===== config.mk =====
export PLATFORM = sky130hd
export DESIGN_NAME = vx_fetch_sched_flat
export DESIGN_NICKNAME = d
export VERILOG_FILES = /design/src/rtl/vx_fetch_sched_if.sv /design/src/rtl/vx_fetch_sched.sv /design/src/flat_wrapper.sv
export SDC_FILE = /design/constraint.sdc
export NUM_CORES = 1
export LEC_CHECK = 0
export CAP_MARGIN = 20
export CORE_MARGIN = 4
export CORE_UTILIZATION = 57
export DETAILED_ROUTE_END_ITERATION = 12
export PLACE_DENSITY = 0.8
export SYNTH_ARGS = -nofsm -noshare
export SYNTH_HDL_FRONTEND = slang
export SYNTH_SLANG_ARGS = --single-unit
export TNS_END_PERCENT = 30

===== constraint.sdc =====
create_clock -name clk -period 3.6 [get_ports clk]
set_input_delay 0.54 -clock clk [delete_from_list [all_inputs] [get_ports clk]]
set_output_delay 0.54 -clock clk [all_outputs]
set_load 0.01 [all_outputs]

===== src/rtl/vx_fetch_sched_if.sv =====
`default_nettype none
// ============================================================================
//  Module      : vx_fetch_sched_if
//  Description : Fetch-request handshake bundle between the warp scheduler
//                (master) and the fetch stage (slave).
//  Revision    : 1.0 - initial release
// ============================================================================
interface vx_fetch_sched_if #(
  parameter int NUM_WARPS   = 4,
  parameter int NUM_THREADS = 4,
  parameter int PC_BITS     = 31,
  parameter int UUID_WIDTH  = 16
);
  localparam int NW_WIDTH = (NUM_WARPS > 1) ? $clog2(NUM_WARPS) : 1;

  logic                   sched_valid;
  logic                   sched_ready;
  logic [NW_WIDTH-1:0]    sched_wid;
  logic [PC_BITS-1:0]     sched_pc;
  logic [NUM_THREADS-1:0] sched_tmask;
  logic [UUID_WIDTH-1:0]  sched_uuid;

  modport master (
    output sched_valid, sched_wid, sched_pc, sched_tmask, sched_uuid,
    input  sched_ready
  );

  modport slave (
    input  sched_valid, sched_wid, sched_pc, sched_tmask, sched_uuid,
    output sched_ready
  );
endinterface
`default_nettype wire


===== src/rtl/vx_fetch_sched.sv =====
`default_nettype none
// ============================================================================
//  Module      : vx_fetch_sched
//  Description : Per-core warp fetch scheduler. Tracks active/PC/tmask and
//                in-flight count per warp, picks one eligible warp per cycle
//                round-robin and presents a registered fetch request.
//  Revision    : 1.0 - initial release
// ============================================================================
module vx_fetch_sched #(
  parameter int NUM_WARPS    = 4,
  parameter int NUM_THREADS  = 4,
  parameter int PC_BITS      = 31,
  parameter int UUID_WIDTH   = 16,
  parameter int MAX_INFLIGHT = 2,
  localparam int NW_WIDTH    = (NUM_WARPS > 1) ? $clog2(NUM_WARPS) : 1
) (
  input  logic                   clk,
  input  logic                   reset_n,

  input  logic                   start_valid,
  input  logic [NW_WIDTH-1:0]    start_wid,
  input  logic [PC_BITS-1:0]     start_pc,
  input  logic [NUM_THREADS-1:0] start_tmask,

  input  logic                   stop_valid,
  input  logic [NW_WIDTH-1:0]    stop_wid,

  input  logic                   redir_valid,
  input  logic [NW_WIDTH-1:0]    redir_wid,
  input  logic [PC_BITS-1:0]     redir_pc,

  input  logic [NUM_WARPS-1:0]   ibuf_pop,

  vx_fetch_sched_if.master       sched_if,

  output logic [NUM_WARPS-1:0]   active_warps,
  output logic                   busy
);

  // Pending counter is wide enough for the largest legal MAX_INFLIGHT (15).
  localparam int              PEND_W   = 4;
  localparam logic [PEND_W-1:0] MAX_PEND = PEND_W'(MAX_INFLIGHT);

  // Per-warp architectural state
  logic [NUM_WARPS-1:0]   active_q, active_d;
  logic [PC_BITS-1:0]     pc_q      [NUM_WARPS];
  logic [PC_BITS-1:0]     pc_d      [NUM_WARPS];
  logic [NUM_THREADS-1:0] tmask_q   [NUM_WARPS];
  logic [NUM_THREADS-1:0] tmask_d   [NUM_WARPS];
  logic [PEND_W-1:0]      pending_q [NUM_WARPS];
  logic [PEND_W-1:0]      pending_d [NUM_WARPS];

  // Arbitration and uuid state
  logic [NW_WIDTH-1:0]    last_grant_q, last_grant_d;
  logic [UUID_WIDTH-1:0]  uuid_q, uuid_d;

  // Output slot
  logic                   out_valid_q, out_valid_d;
  logic [NW_WIDTH-1:0]    out_wid_q, out_wid_d;
  logic [PC_BITS-1:0]     out_pc_q, out_pc_d;
  logic [NUM_THREADS-1:0] out_tmask_q, out_tmask_d;
  logic [UUID_WIDTH-1:0]  out_uuid_q, out_uuid_d;
  logic                   busy_q, busy_d;

  // Combinational helpers
  logic [NUM_WARPS-1:0]   start_hit, stop_hit, redir_hit, eligible, grant_sel;
  logic                   load, grant_found, grant;
  logic [NW_WIDTH-1:0]    grant_wid, cand;
  logic                   any_pending;

  assign load  = ~out_valid_q | sched_if.sched_ready;
  assign grant = load & grant_found;

  // Decode control strobes per warp and derive eligibility
  always_comb begin
    for (int w = 0; w < NUM_WARPS; w++) begin
      start_hit[w] = start_valid && (start_wid == NW_WIDTH'(w));
      stop_hit[w]  = stop_valid  && (stop_wid  == NW_WIDTH'(w));
      redir_hit[w] = redir_valid && (redir_wid == NW_WIDTH'(w));
      eligible[w]  = active_q[w] && (pending_q[w] < MAX_PEND) &&
                     !stop_hit[w] && !redir_hit[w];
    end
  end

  // Round-robin search starting just after the last granted warp
  always_comb begin
    grant_found = 1'b0;
    grant_wid   = '0;
    cand        = '0;
    for (int i = 1; i <= NUM_WARPS; i++) begin
      cand = last_grant_q + NW_WIDTH'(i);
      if (!grant_found && eligible[cand]) begin
        grant_found = 1'b1;
        grant_wid   = cand;
      end
    end
    for (int w = 0; w < NUM_WARPS; w++) begin
      grant_sel[w] = grant && (grant_wid == NW_WIDTH'(w));
    end
  end

  // Per-warp next state: start beats redirect beats increment
  always_comb begin
    for (int w = 0; w < NUM_WARPS; w++) begin
      active_d[w]  = active_q[w];
      pc_d[w]      = pc_q[w];
      tmask_d[w]   = tmask_q[w];
      pending_d[w] = pending_q[w];

      if (grant_sel[w]) pc_d[w] = pc_q[w] + PC_BITS'(2);
      if (redir_hit[w]) pc_d[w] = redir_pc;
      if (stop_hit[w])  active_d[w] = 1'b0;
      if (start_hit[w]) begin
        if (start_tmask != '0) begin
          active_d[w] = 1'b1;
          pc_d[w]     = start_pc;
          tmask_d[w]  = start_tmask;
        end else begin
          active_d[w] = 1'b0;
        end
      end

      // A pop against an empty count is dropped (and flagged below)
      if (grant_sel[w] && !ibuf_pop[w]) begin
        pending_d[w] = pending_q[w] + PEND_W'(1);
      end else if (!grant_sel[w] && ibuf_pop[w] && (pending_q[w] != '0)) begin
        pending_d[w] = pending_q[w] - PEND_W'(1);
      end
    end
  end

  // Output slot, arbitration pointer, uuid and busy next state
  always_comb begin
    out_valid_d  = out_valid_q;
    out_wid_d    = out_wid_q;
    out_pc_d     = out_pc_q;
    out_tmask_d  = out_tmask_q;
    out_uuid_d   = out_uuid_q;
    last_grant_d = last_grant_q;
    uuid_d       = uuid_q;

    if (load) begin
      out_valid_d = grant_found;
    end
    if (grant) begin
      out_wid_d    = grant_wid;
      out_pc_d     = pc_q[grant_wid];
      out_tmask_d  = tmask_q[grant_wid];
      out_uuid_d   = uuid_q;
      last_grant_d = grant_wid;
      uuid_d       = uuid_q + UUID_WIDTH'(1);
    end

    any_pending = 1'b0;
    for (int w = 0; w < NUM_WARPS; w++) begin
      if (pending_d[w] != '0) any_pending = 1'b1;
    end
    busy_d = (|active_d) | out_valid_d | any_pending;
  end

  // State registers with asynchronous reset
  always_ff @(posedge clk or negedge reset_n) begin
    if (!reset_n) begin
      active_q     <= '0;
      last_grant_q <= NW_WIDTH'(NUM_WARPS - 1);
      uuid_q       <= '0;
      out_valid_q  <= 1'b0;
      out_wid_q    <= '0;
      out_pc_q     <= '0;
      out_tmask_q  <= '0;
      out_uuid_q   <= '0;
      busy_q       <= 1'b0;
      for (int w = 0; w < NUM_WARPS; w++) begin
        pc_q[w]      <= '0;
        tmask_q[w]   <= '0;
        pending_q[w] <= '0;
      end
    end else begin
      active_q     <= active_d;
      last_grant_q <= last_grant_d;
      uuid_q       <= uuid_d;
      out_valid_q  <= out_valid_d;
      out_wid_q    <= out_wid_d;
      out_pc_q     <= out_pc_d;
      out_tmask_q  <= out_tmask_d;
      out_uuid_q   <= out_uuid_d;
      busy_q       <= busy_d;
      for (int w = 0; w < NUM_WARPS; w++) begin
        pc_q[w]      <= pc_d[w];
        tmask_q[w]   <= tmask_d[w];
        pending_q[w] <= pending_d[w];
      end
    end
  end

  assign sched_if.sched_valid = out_valid_q;
  assign sched_if.sched_wid   = out_wid_q;
  assign sched_if.sched_pc    = out_pc_q;
  assign sched_if.sched_tmask = out_tmask_q;
  assign sched_if.sched_uuid  = out_uuid_q;
  assign active_warps         = active_q;
  assign busy                 = busy_q;

`ifndef SYNTHESIS
  // Flag ibuffer pops for a warp that has nothing in flight
  always @(posedge clk) begin
    if (reset_n) begin
      for (int w = 0; w < NUM_WARPS; w++) begin
        assert (!(ibuf_pop[w] && (pending_q[w] == '0)));
      end
    end
  end
`endif

endmodule
`default_nettype wire

===== src/flat_wrapper.sv =====
// flat-port wrapper written by rule: the top's interface ports become plain ports
module vx_fetch_sched_flat 
#(
  parameter int NUM_WARPS    = 4,
  parameter int NUM_THREADS  = 4,
  parameter int PC_BITS      = 31,
  parameter int UUID_WIDTH   = 16,
  parameter int MAX_INFLIGHT = 2,
  localparam int NW_WIDTH    = (NUM_WARPS > 1) ? $clog2(NUM_WARPS) : 1
)
  (clk, reset_n, start_valid, start_wid, start_pc, start_tmask, stop_valid, stop_wid, redir_valid, redir_wid, redir_pc, ibuf_pop, active_warps, busy, sched_if_sched_valid, sched_if_sched_wid, sched_if_sched_pc, sched_if_sched_tmask, sched_if_sched_uuid, sched_if_sched_ready);
  vx_fetch_sched_if #(.NUM_WARPS(NUM_WARPS), .NUM_THREADS(NUM_THREADS), .PC_BITS(PC_BITS), .UUID_WIDTH(UUID_WIDTH)) sched_if_i ();
  input  logic clk;
  input  logic reset_n;
  input  logic start_valid;
  input  logic [NW_WIDTH-1:0] start_wid;
  input  logic [PC_BITS-1:0] start_pc;
  input  logic [NUM_THREADS-1:0] start_tmask;
  input  logic stop_valid;
  input  logic [NW_WIDTH-1:0] stop_wid;
  input  logic redir_valid;
  input  logic [NW_WIDTH-1:0] redir_wid;
  input  logic [PC_BITS-1:0] redir_pc;
  input  logic [NUM_WARPS-1:0] ibuf_pop;
  output logic [NUM_WARPS-1:0] active_warps;
  output logic busy;
  output wire logic [$bits(sched_if_i.sched_valid)-1:0] sched_if_sched_valid;
  output wire logic [$bits(sched_if_i.sched_wid)-1:0] sched_if_sched_wid;
  output wire logic [$bits(sched_if_i.sched_pc)-1:0] sched_if_sched_pc;
  output wire logic [$bits(sched_if_i.sched_tmask)-1:0] sched_if_sched_tmask;
  output wire logic [$bits(sched_if_i.sched_uuid)-1:0] sched_if_sched_uuid;
  input wire logic [$bits(sched_if_i.sched_ready)-1:0] sched_if_sched_ready;
  assign sched_if_sched_valid = sched_if_i.sched_valid;
  assign sched_if_sched_wid = sched_if_i.sched_wid;
  assign sched_if_sched_pc = sched_if_i.sched_pc;
  assign sched_if_sched_tmask = sched_if_i.sched_tmask;
  assign sched_if_sched_uuid = sched_if_i.sched_uuid;
  assign sched_if_i.sched_ready = sched_if_sched_ready;
  vx_fetch_sched #(.NUM_WARPS(NUM_WARPS), .NUM_THREADS(NUM_THREADS), .PC_BITS(PC_BITS), .UUID_WIDTH(UUID_WIDTH), .MAX_INFLIGHT(MAX_INFLIGHT)) u_core (.clk(clk), .reset_n(reset_n), .start_valid(start_valid), .start_wid(start_wid), .start_pc(start_pc), .start_tmask(start_tmask), .stop_valid(stop_valid), .stop_wid(stop_wid), .redir_valid(redir_valid), .redir_wid(redir_wid), .redir_pc(redir_pc), .ibuf_pop(ibuf_pop), .sched_if(sched_if_i), .active_warps(active_warps), .busy(busy));
endmodule

After elaboration in Yosys (flattened, before gate mapping) --
Index checks and enable logic that the tools add are counted.
Word-level totals: logic and storage cells 204, output and inout port bits 59, register bits after elaboration 233, bits of input ports 82
Operators by class: $lt $le $gt $ge 9, mux-type cells 60, add/sub/neg operators 16, bitwise gates (word level) 6, reduce and logical (&&, ||, !) cells 80, eq/ne operators 12
Operators with widths (count):
- $mux W31 | 18
- $add A31 B2 Y31 const B | 4
- $bmux W31 S2 | 1
- $logic_and A1 B1 Y1 | 43
- $mux W4 | 10
- $reduce_bool A4 Y1 | 9
- $mux W1 | 22
- $logic_not A1 Y1 | 19
- $add A16 B1 Y16 const B | 1
- $add A4 B1 Y4 const B | 4
- $eq A2 B2 Y1 const B | 8
- $lt A4 B2 Y1 const B | 4
- $sub A4 B1 Y4 const B | 4
- $lt A2 B3 Y1 const B | 4
- $bmux W1 S2 | 4
- $bmux W4 S2 | 1
- $eq A2 B1 Y1 const B | 4
- $logic_not A2 Y1 | 4
- $mux W2 | 4
- $reduce_and A2 Y1 | 4
- $add A2 B2 Y2 const B | 2
- $reduce_or A4 Y1 | 1
- $ge A3 B3 Y1 const B | 1
- $not A2 Y3 | 1
- other kinds (4) | 6

Longest topological paths before layout --
Gate-level depths: netlist of the first run.
word-level depth 30, gate-level depth with buffers 13

Worst setup path before layout of the first run --
OpenSTA, ideal clock, no wires.
kind input to register, start input port redir_valid, end register u_core.out_pc_q[16] (netlist: u_core.sched_if.sched_pc[16]), cell stages on the path 12, path slack 758 ps, arrival 2700 ps, buffers on the path 5, cell sequence or3b_1 buf_2 o2111ai_2 o2bb2ai_1 a22oi_2 buf_4 a21o_1 buf_2 buf_2 buf_2 mux2i_1 o221ai_1
Between the ends: cells in the longest elaborated chain, start to end 19, elaborated cells between the ends (all ways) 39
Ends and longest elaborated chain:
- from (decl) | RTL line flat_wrapper.sv:21 | input logic redir_valid;
- $logic_and A1 B1 Y1 | RTL line vx_fetch_sched.sv:79 | redir_hit[w] = redir_valid && (redir_wid == NW_WIDTH'(w));
- $logic_not A1 Y1 | RTL line vx_fetch_sched.sv:81 | !stop_hit[w] && !redir_hit[w];
- $logic_and A1 B1 Y1 | RTL line vx_fetch_sched.sv:81
- $bmux W1 S2 | RTL line vx_fetch_sched.sv:92 | if (!grant_found && eligible[cand]) begin
- $mux W1 (implied by the code) | RTL line vx_fetch_sched.sv:92
- $mux W1 | RTL line vx_fetch_sched.sv:92
- $logic_not A1 Y1 | RTL line vx_fetch_sched.sv:92
- $logic_and A1 B1 Y1 | RTL line vx_fetch_sched.sv:92
- [2 not listed]
- $logic_and A1 B1 Y1 | RTL line vx_fetch_sched.sv:92
- $mux W1 | RTL line vx_fetch_sched.sv:92
- $logic_not A1 Y1 | RTL line vx_fetch_sched.sv:92
- $logic_and A1 B1 Y1 | RTL line vx_fetch_sched.sv:92
- $mux W2 | RTL line vx_fetch_sched.sv:92
- $not A2 Y3 (implied by the code) | RTL line vx_fetch_sched.sv:147 | out_pc_d = pc_q[grant_wid];
- $bmux W31 S2 | RTL line vx_fetch_sched.sv:147
- $mux W31 (implied by the code) (2 in a row) | RTL line vx_fetch_sched.sv:147
- to (signal assigned) | RTL line vx_fetch_sched.sv:184 | out_pc_q <= out_pc_d;
- to (decl) | RTL line vx_fetch_sched.sv:60 | logic [PC_BITS-1:0] out_pc_q, out_pc_d;
Parallel ways exist; a longest one is shown, timed or not. The select of a mux whose other input is x is not followed. A chain may end at the register's enable or synchronous reset.

==> results.json, run 1 <==
{
  "syn-mean-instance-area_um2": 8.67,
  "hold_path_class": "input port to async pin",
  "multi_input_area_um2": 7330,
  "start_util": 0.579,
  "numCtsBuffers": 26,
  "rsz0062_at_grt": "false",
  "status": "finished, final reports clean",
  "final-seq-area_um2": 5830,
  "slowest_delay_ps": 640,
  "drcViolationCount": 0,
  "cts_max_path_buffers": 3,
  "avgViaCountPerCell": 6.41,
  "tritoncts": "done",
  "end_kind": "register",
  "postCtsSetupRepairBufs": 0,
  "place_hpwl_mm": 31.0,
  "cp.arrival_ps": 3780,
  "tightest_slew_ps": 1080,
  "grt_pass1_vias": 13300,
  "setup_viol": 0,
  "grt_max_degree": 101,
  "layout.nets": 1825,
  "cts-htree-levels": 1,
  "fin_crit_sh": 0.925,
  "reg2regPathDepth": 10,
  "seq_area_frac_synth": 0.429,
  "die_w_um": 162,
  "first_pass_iters": 6,
  "design.core.area_um2": 23500,
  "antennaDiodeCount": 0,
  "period_minus_slack_ps": 3330,
  "ant_nets": 0,
  "cp_max_fo": 6,
  "die_area_um2": 26400,
  "place.gp.congestion": 0.954,
  "syn_area_um2": 13600,
  "maxSlewViolCount": 0,
  "fin_skew_ps": 12.7,
  "synth_fp_nets": 1664,
  "fin_util": 0.706,
  "syn_inst": 1569,
  "critical_path_class": "register to register",
  "drv_cap": 0,
  "ys_types": 67,
  "synth-edff-count": 0,
  "clk_latency_ps": 540,
  "postSynth.asyncResetShare": 1.00,
  "ir_drop_v": 0.000439,
  "cpMaxStageDelayCell": "a211oi_1",
  "die_y_um": 162,
  "crit_chain": "nor3_1 -> nand4_1 -> o2bb2ai_2 -> a211o_1 -> a211oi_1 -> buf_4 -> and3_1 -> xor2_1 -> nor2_1 -> o21ai_0",
  "crit_required_ps": 4050,
  "grt_first_pass_wirelength_mm": 71.5,
  "power.leakage_nw": 7.25,
  "synth-seq-cells": 233,
  "synthToLayoutAreaGrowth_pct": 21.8,
  "grt-ovfl-total": 0,
  "fmax_ghz": 0.300,
  "slew_headroom": 0.281,
  "routedWlPerCell_um": 21.9,
  "cts_hold_buf": 0,
  "io_pins": 141,
  "finalPower_mw": 11.1,
  "vias": 13200,
  "antenna_found_initial": 1,
  "clock_sinks": 233,
  "ys_warn_count": 0,
  "drive_above_1_share": 0.0826,
  "portBuffers": 140,
  "synth_ff_type": "dfrtp_1",
  "crit-reg2reg-launch": "u_core.pending_q[3]",
  "cts_root_buf": "clkbuf_16",
  "start_kind": "register",
  "clk_pin_slew_ps": 60,
  "fp-row-count": 56,
  "drt-total-wl_mm": 45.2,
  "fin_cells": 2063,
  "hold_viol": 0,
  "fill_cells": 1757,
  "drt_iter0_drc": 1560,
  "setup.worst_path.start": "u_core.pending_q[3]",
  "cts_resized": 0,
  "place_inst": 2021,
  "grt_usage": 0.340,
  "p_per_area_nw_per_um2": 670
}
metrics by stage:
step	hold slack (ps)	instance area, µm²	setup slack, ps	setup TNS (ps)
floorplan	244	13600	758	0
global route	121	16600	6.01	0
CTS	94.8	16600	359	0
global placement	456	15800	28.9	0
finish	61.7	16600	270	0
detailed placement	464	15800	-93.1	-253
layout make-up:
| type | instances | share of cell area |
|---|---|---|
| clock buffer | 38 | 0.0463 |
| clock inverter | 4 | 0.00295 |
| inverter | 31 | 0.00702 |
| multi-input combinational | 1221 | 0.442 |
| sequential | 233 | 0.352 |
| tap | 319 | 0.0241 |
| timing repair buffer | 217 | 0.125 |
path summary, 6_finish.rpt:
check                                            endpoint  slack, ps
max                                        u_core.pc_q[7]        270
min                         u_core.sched_if.sched_uuid[9]         60
max reg2reg                                u_core.pc_q[7]        270
min reg2reg                u_core.sched_if.sched_uuid[10]        470
max in group asynchronous    u_core.sched_if.sched_pc[20]       2650
min in group clk           u_core.sched_if.sched_uuid[10]        470
critical path: cells and delay by family, from the launching register on:
kind / cells / cell delay [ps]
AOI/OAI and AO/OA: 4 / 1460
xor gates and xnor gates: 1 / 140
buffers and inverters: 1 / 260
and+or+nand+nor: 4 / 940
DFF: 1 / 450
report_power, final:
group	switching (mW)	internal, mW	total, mW
registers	0.740	3.33	4.07
logic	2.45	1.99	4.44
clock network	1.06	1.53	2.59
total	4.25	6.85	11.1
state kept, by name, summed over array words and instances, names as in the netlist:
name / flops
u_core.pc_q: 124
u_core.sched_if.sched_pc: 31
u_core.pending_q: 16
u_core.sched_if.sched_uuid: 16
u_core.tmask_q: 16
u_core.uuid_q: 16
u_core.active_warps: 4
u_core.sched_if.sched_tmask: 4
u_core.last_grant_q: 2
u_core.sched_if.sched_wid: 2
u_core.busy: 1
u_core.sched_if.sched_valid: 1
cell families after synthesis:
family,Yosys count,share of synthesized area
xor gates and xnor gates,137,0.0882
adders and majority gates,13,0.0120
muxes,70,0.0516
and+or+nand+nor,668,0.231
buffers and inverters,115,0.0348
AOI/OAI and AO/OA,333,0.154
DFF,233,0.429
cell usage after synthesis (all sizes together), types with 7 or more instances:
| library cell | n | area share |
|---|---|---|
| nand2 | 287 | 0.079 |
| dfrtp | 231 | 0.43 |
| o21ai | 151 | 0.056 |
| nor2 | 135 | 0.037 |
| xnor2 | 90 | 0.058 |
| a21oi | 72 | 0.027 |
| mux2i | 69 | 0.051 |
| clkbuf | 60 | 0.017 |
| nand3 | 50 | 0.018 |
| xor2 | 47 | 0.030 |
| nand4 | 38 | 0.020 |
| nor3 | 35 | 0.013 |
| or3 | 32 | 0.015 |
| and3 | 31 | 0.014 |
| inv | 31 | 0.0086 |
| o221ai | 27 | 0.017 |
| buf | 24 | 0.0097 |
| o22ai | 20 | 0.0092 |
| ha | 13 | 0.012 |
| a211oi | 11 | 0.0064 |
| and2 | 11 | 0.0051 |
| a22o | 10 | 0.0064 |
| nor3b | 10 | 0.0055 |
| nor4 | 10 | 0.0062 |
| and4 | 9 | 0.0058 |
| o31ai | 7 | 0.0039 |
layout by cell type (no fill, tap or decap), types with 31 or more instances in the layout:
cell type	n
mux2i_1	69
inv_1	31
nand4_1	34
o21ai_0	147
buf_4	70
a21oi_1	70
clkdlybuf4s50_1	139
nor3_1	33
xnor2_1	90
xor2_1	47
nand3_1	50
dfrtp_1	231
nand2_1	286
and3_1	31
nor2_1	133
or3_1	32
per-layer routing:
| metal | up-vias | global-route usage | wire, µm |
|---|---|---|---|
| li1 | 5823 | - | - |
| met2 | 945 | 0.539 | 20500 |
| met3 | 219 | 0.0693 | 5380 |
| met4 | 2 | 0.179 | 2500 |
| met5 | - | 0 | 13 |
| met1 | 6238 | 0.441 | 16800 |
(Power assumes the default switching activity.)
==> run 2, diff against run 1 <==
--- a/config.mk
+++ b/config.mk
@@ -7,9 +7,10 @@
 export LEC_CHECK = 0
 export CAP_MARGIN = 20
 export CORE_MARGIN = 4
-export CORE_UTILIZATION = 57
+export CORE_UTILIZATION = 52
 export DETAILED_ROUTE_END_ITERATION = 12
-export PLACE_DENSITY = 0.8
+export PLACE_DENSITY = 0.77
+export RECOVER_POWER = 100
 export SYNTH_ARGS = -nofsm -noshare
 export SYNTH_HDL_FRONTEND = slang
 export SYNTH_SLANG_ARGS = --single-unit
==> constraint.sdc (replaced) <==
create_clock -name clk -period 2.8 [get_ports clk]
set_input_delay 0.42 -clock clk [delete_from_list [all_inputs] [get_ports clk]]
set_output_delay 0.42 -clock clk [all_outputs]
set_load 0.01 [all_outputs]
==> run 2 against run 1 <==
- the flow now finishes with violations (max-capacitance violations, max-slew violations, negative setup slack)
- fmax grew 16%
- wire length increased by 7.9%
- hold slack improved by 410 ps
- non-clock buffer count increased by 110
- total power up 42%
- register-to-register slack got worse by 330 ps
- clock power is 36% higher
- largest cell class unchanged
==> results.json, run 2 (same netlist as run 1, synthesis figures left out) <==
{
  "slowest_delay_ps": 380,
  "clock_power_share": 0.224,
  "r2r_end": "u_core.busy",
  "grt_first_pass_wirelength_mm": 74.0,
  "dp_slack_ps": -674,
  "cts_root_buf": "clkbuf_16",
  "antenna_found_initial": 1,
  "synthToLayoutAreaGrowth_pct": 33.1,
  "drive_above_1_share": 0.170,
  "final-seq-area_um2": 5830,
  "cts_max_path_buffers": 3,
  "largest_reg_flops": 124,
  "crit-reg2reg-launch": "u_core.pending_q[2]",
  "fin_crit_sh": 1.02,
  "die_y_um": 170,
  "place_inst": 2125,
  "p_int_mw": 9.78,
  "cp.arrival_ps": 3270,
  "regToRegSetupSlack_ps": -60,
  "period_minus_slack_ps": 2860,
  "reg2regPathDepth": 13,
  "cp_max_fo": 6,
  "clk_pin_slew_ps": 60,
  "routedWlPerCell_um": 22.3,
  "power.leakage_nw": 7.97,
  "end_kind": "register",
  "setup_ws_ps": -58.7,
  "failed_checks": "max-capacitance violations, max-slew violations, negative setup slack",
  "status": "finished with violations",
  "slew_headroom": -0.100,
  "die_w_um": 170,
  "fin_area_um2": 18100,
  "endpoint": "u_core.busy",
  "p_per_area_nw_per_um2": 872,
  "ir_drop_v": 0.000752,
  "drcViolationCount": 0,
  "io_pins": 141,
  "critical_path_class": "register to register",
  "regMostFlops": "u_core.pc_q",
  "dpl-instance-area_um2": 16500,
  "tightest_slew_ps": 1650,
  "cpMostUsedCell": "buf_4",
  "hold_ws_ps": 472,
  "numCtsBuffers": 27,
  "rsz0062_at_grt": "true",
  "final_common_cell": "nand2_1",
  "drt-total-wl_mm": 48.8,
  "avgViaCountPerCell": 6.21,
  "grt_pass1_vias": 13600,
  "design.core.area_um2": 25500,
  "start_util": 0.534,
  "clock_sinks": 233,
  "hold_viol": 0,
  "vias": 13600,
  "setup_viol": 5,
  "tritoncts": "done",
  "clk_latency_ps": 550,
  "die_area_um2": 28800,
  "layout_common_cells": "286 x nand2_1, 231 x dfrtp_1, 143 x buf_4",
  "ant_nets": 0,
  "fp-row-count": 58,
  "grt_usage": 0.323,
  "maxSlewViolCount": 59,
  "fin_skew_ps": 14.1,
  "power_frac_seq": 0.330,
  "cts-htree-levels": 1,
  "drt_iter0_drc": 1646,
  "layout.nets": 1937,
  "crit_chain": "nor3_2 -> buf_4 -> nand4_1 -> buf_4 -> o2bb2ai_4 -> buf_6 -> a2111oi_4 -> and3_4 -> buf_8 -> nor3_1 -> a221o_1 -> nor4b_2 -> nand3_1",
  "drv_cap": 1,
  "switching_power_mw": 6.01,
  "start_kind": "register",
  "finalSetupTns_ps": -105,
  "crit_required_ps": 3210,
  "cpMaxStageDelayCell": "dfrtp_1",
  "place.gp.congestion": 0.947,
  "portBuffers": 140,
  "grt_max_degree": 59,
  "fmax_ghz": 0.350,
  "fin_cells": 2193,
  "multi_input_area_um2": 7780,
  "hold_path_class": "register to register",
  "fill_cells": 1928,
  "first_pass_iters": 5,
  "p_sw_frac": 0.381,
  "grt-ovfl-total": 0,
  "setup.worst_path.start": "u_core.pending_q[2]",
  "p_comb_frac": 0.446,
  "place_hpwl_mm": 33.3
}
run 2: changes by cell type in the layout (fill, tap and decap cells not counted), moves of 6 or more:
cell | before | now
o21ai_1 | 3 | 26
nor3_2 | 2 | 8
mux2i_2 | 0 | 8
mux2i_1 | 69 | 61
o21ai_0 | 147 | 124
nor3_4 | 0 | 8
nor3_1 | 33 | 19
buf_4 | 70 | 143
clkbuf_2 | 0 | 6
buf_6 | 0 | 14
run 2: worst max-delay path, delay by kind of cell (launching register included):
family / cells / cell delay (ps)
buf+inv: 4 / 590
compound gates: 3 / 770
flops: 1 / 380
simple gates: 6 / 980
run 2: how the worst min path moves through the flow:
stage,startpoint,endpoint,slack [ps],cells past startpoint
finish,u_core.sched_if.sched_uuid[14],u_core.sched_if.sched_uuid[14],470,2
global route,u_core.sched_if.sched_uuid[9],u_core.sched_if.sched_uuid[9],490,2
CTS,reset_n,u_core.pc_q[66],430,2
detailed placement,reset_n,u_core.uuid_q[5],410,1
global placement,reset_n,u_core.sched_if.sched_uuid[5],390,1
floorplan,reset_n,u_core.active_warps[0],120,0
run 2: timing repair:
item / in CTS / in global routing
cloned: 0 / 3
hold endpoints to repair: 53 / 0
hold buffers: 1 / 0
buffers inserted: 1 / 14
endpoints found under the setup margin: 98 / 121
resized for setup: 17 / 120
pin swaps: 5 / 43
run 2: power groups by stage:
stage / Combinational, mW / Clock (mW) / Sequential [mW]
global placement: 6.18 / 0 / 5.12
detailed placement: 6.31 / 0 / 5.16
global route: 7.55 / 3.67 / 5.32
floorplan: 3.33 / 0 / 5.11
finish: 7.04 / 3.53 / 5.21
CTS: 6.41 / 3.54 / 5.14
run 2: cell type report:
| type | instances | area share |
|---|---|---|
| tap | 330 | 0.0228 |
| inverter | 31 | 0.00643 |
| antenna | 1 | 0.000138 |
| clock buffer | 43 | 0.0451 |
| timing repair buffer | 327 | 0.170 |
| multi-input combinational | 1222 | 0.430 |
| sequential | 233 | 0.322 |
| clock inverter | 6 | 0.00339 |
run 2: layer usage:
layer	up-vias	part of all wire	global-route usage
li1	6070	-	-
met4	0	0.044	0.131
met5	-	0	0
met3	171	0.10	0.0641
met1	6509	0.39	0.434
met2	876	0.46	0.518
run 2: per-stage QoR:
stage	total power, mW	util
finish	15.8	0.711
global route	16.5	0.711
CTS	15.1	0.688
detailed placement	11.5	0.649
global placement	11.3	0.649
floorplan	8.44	-
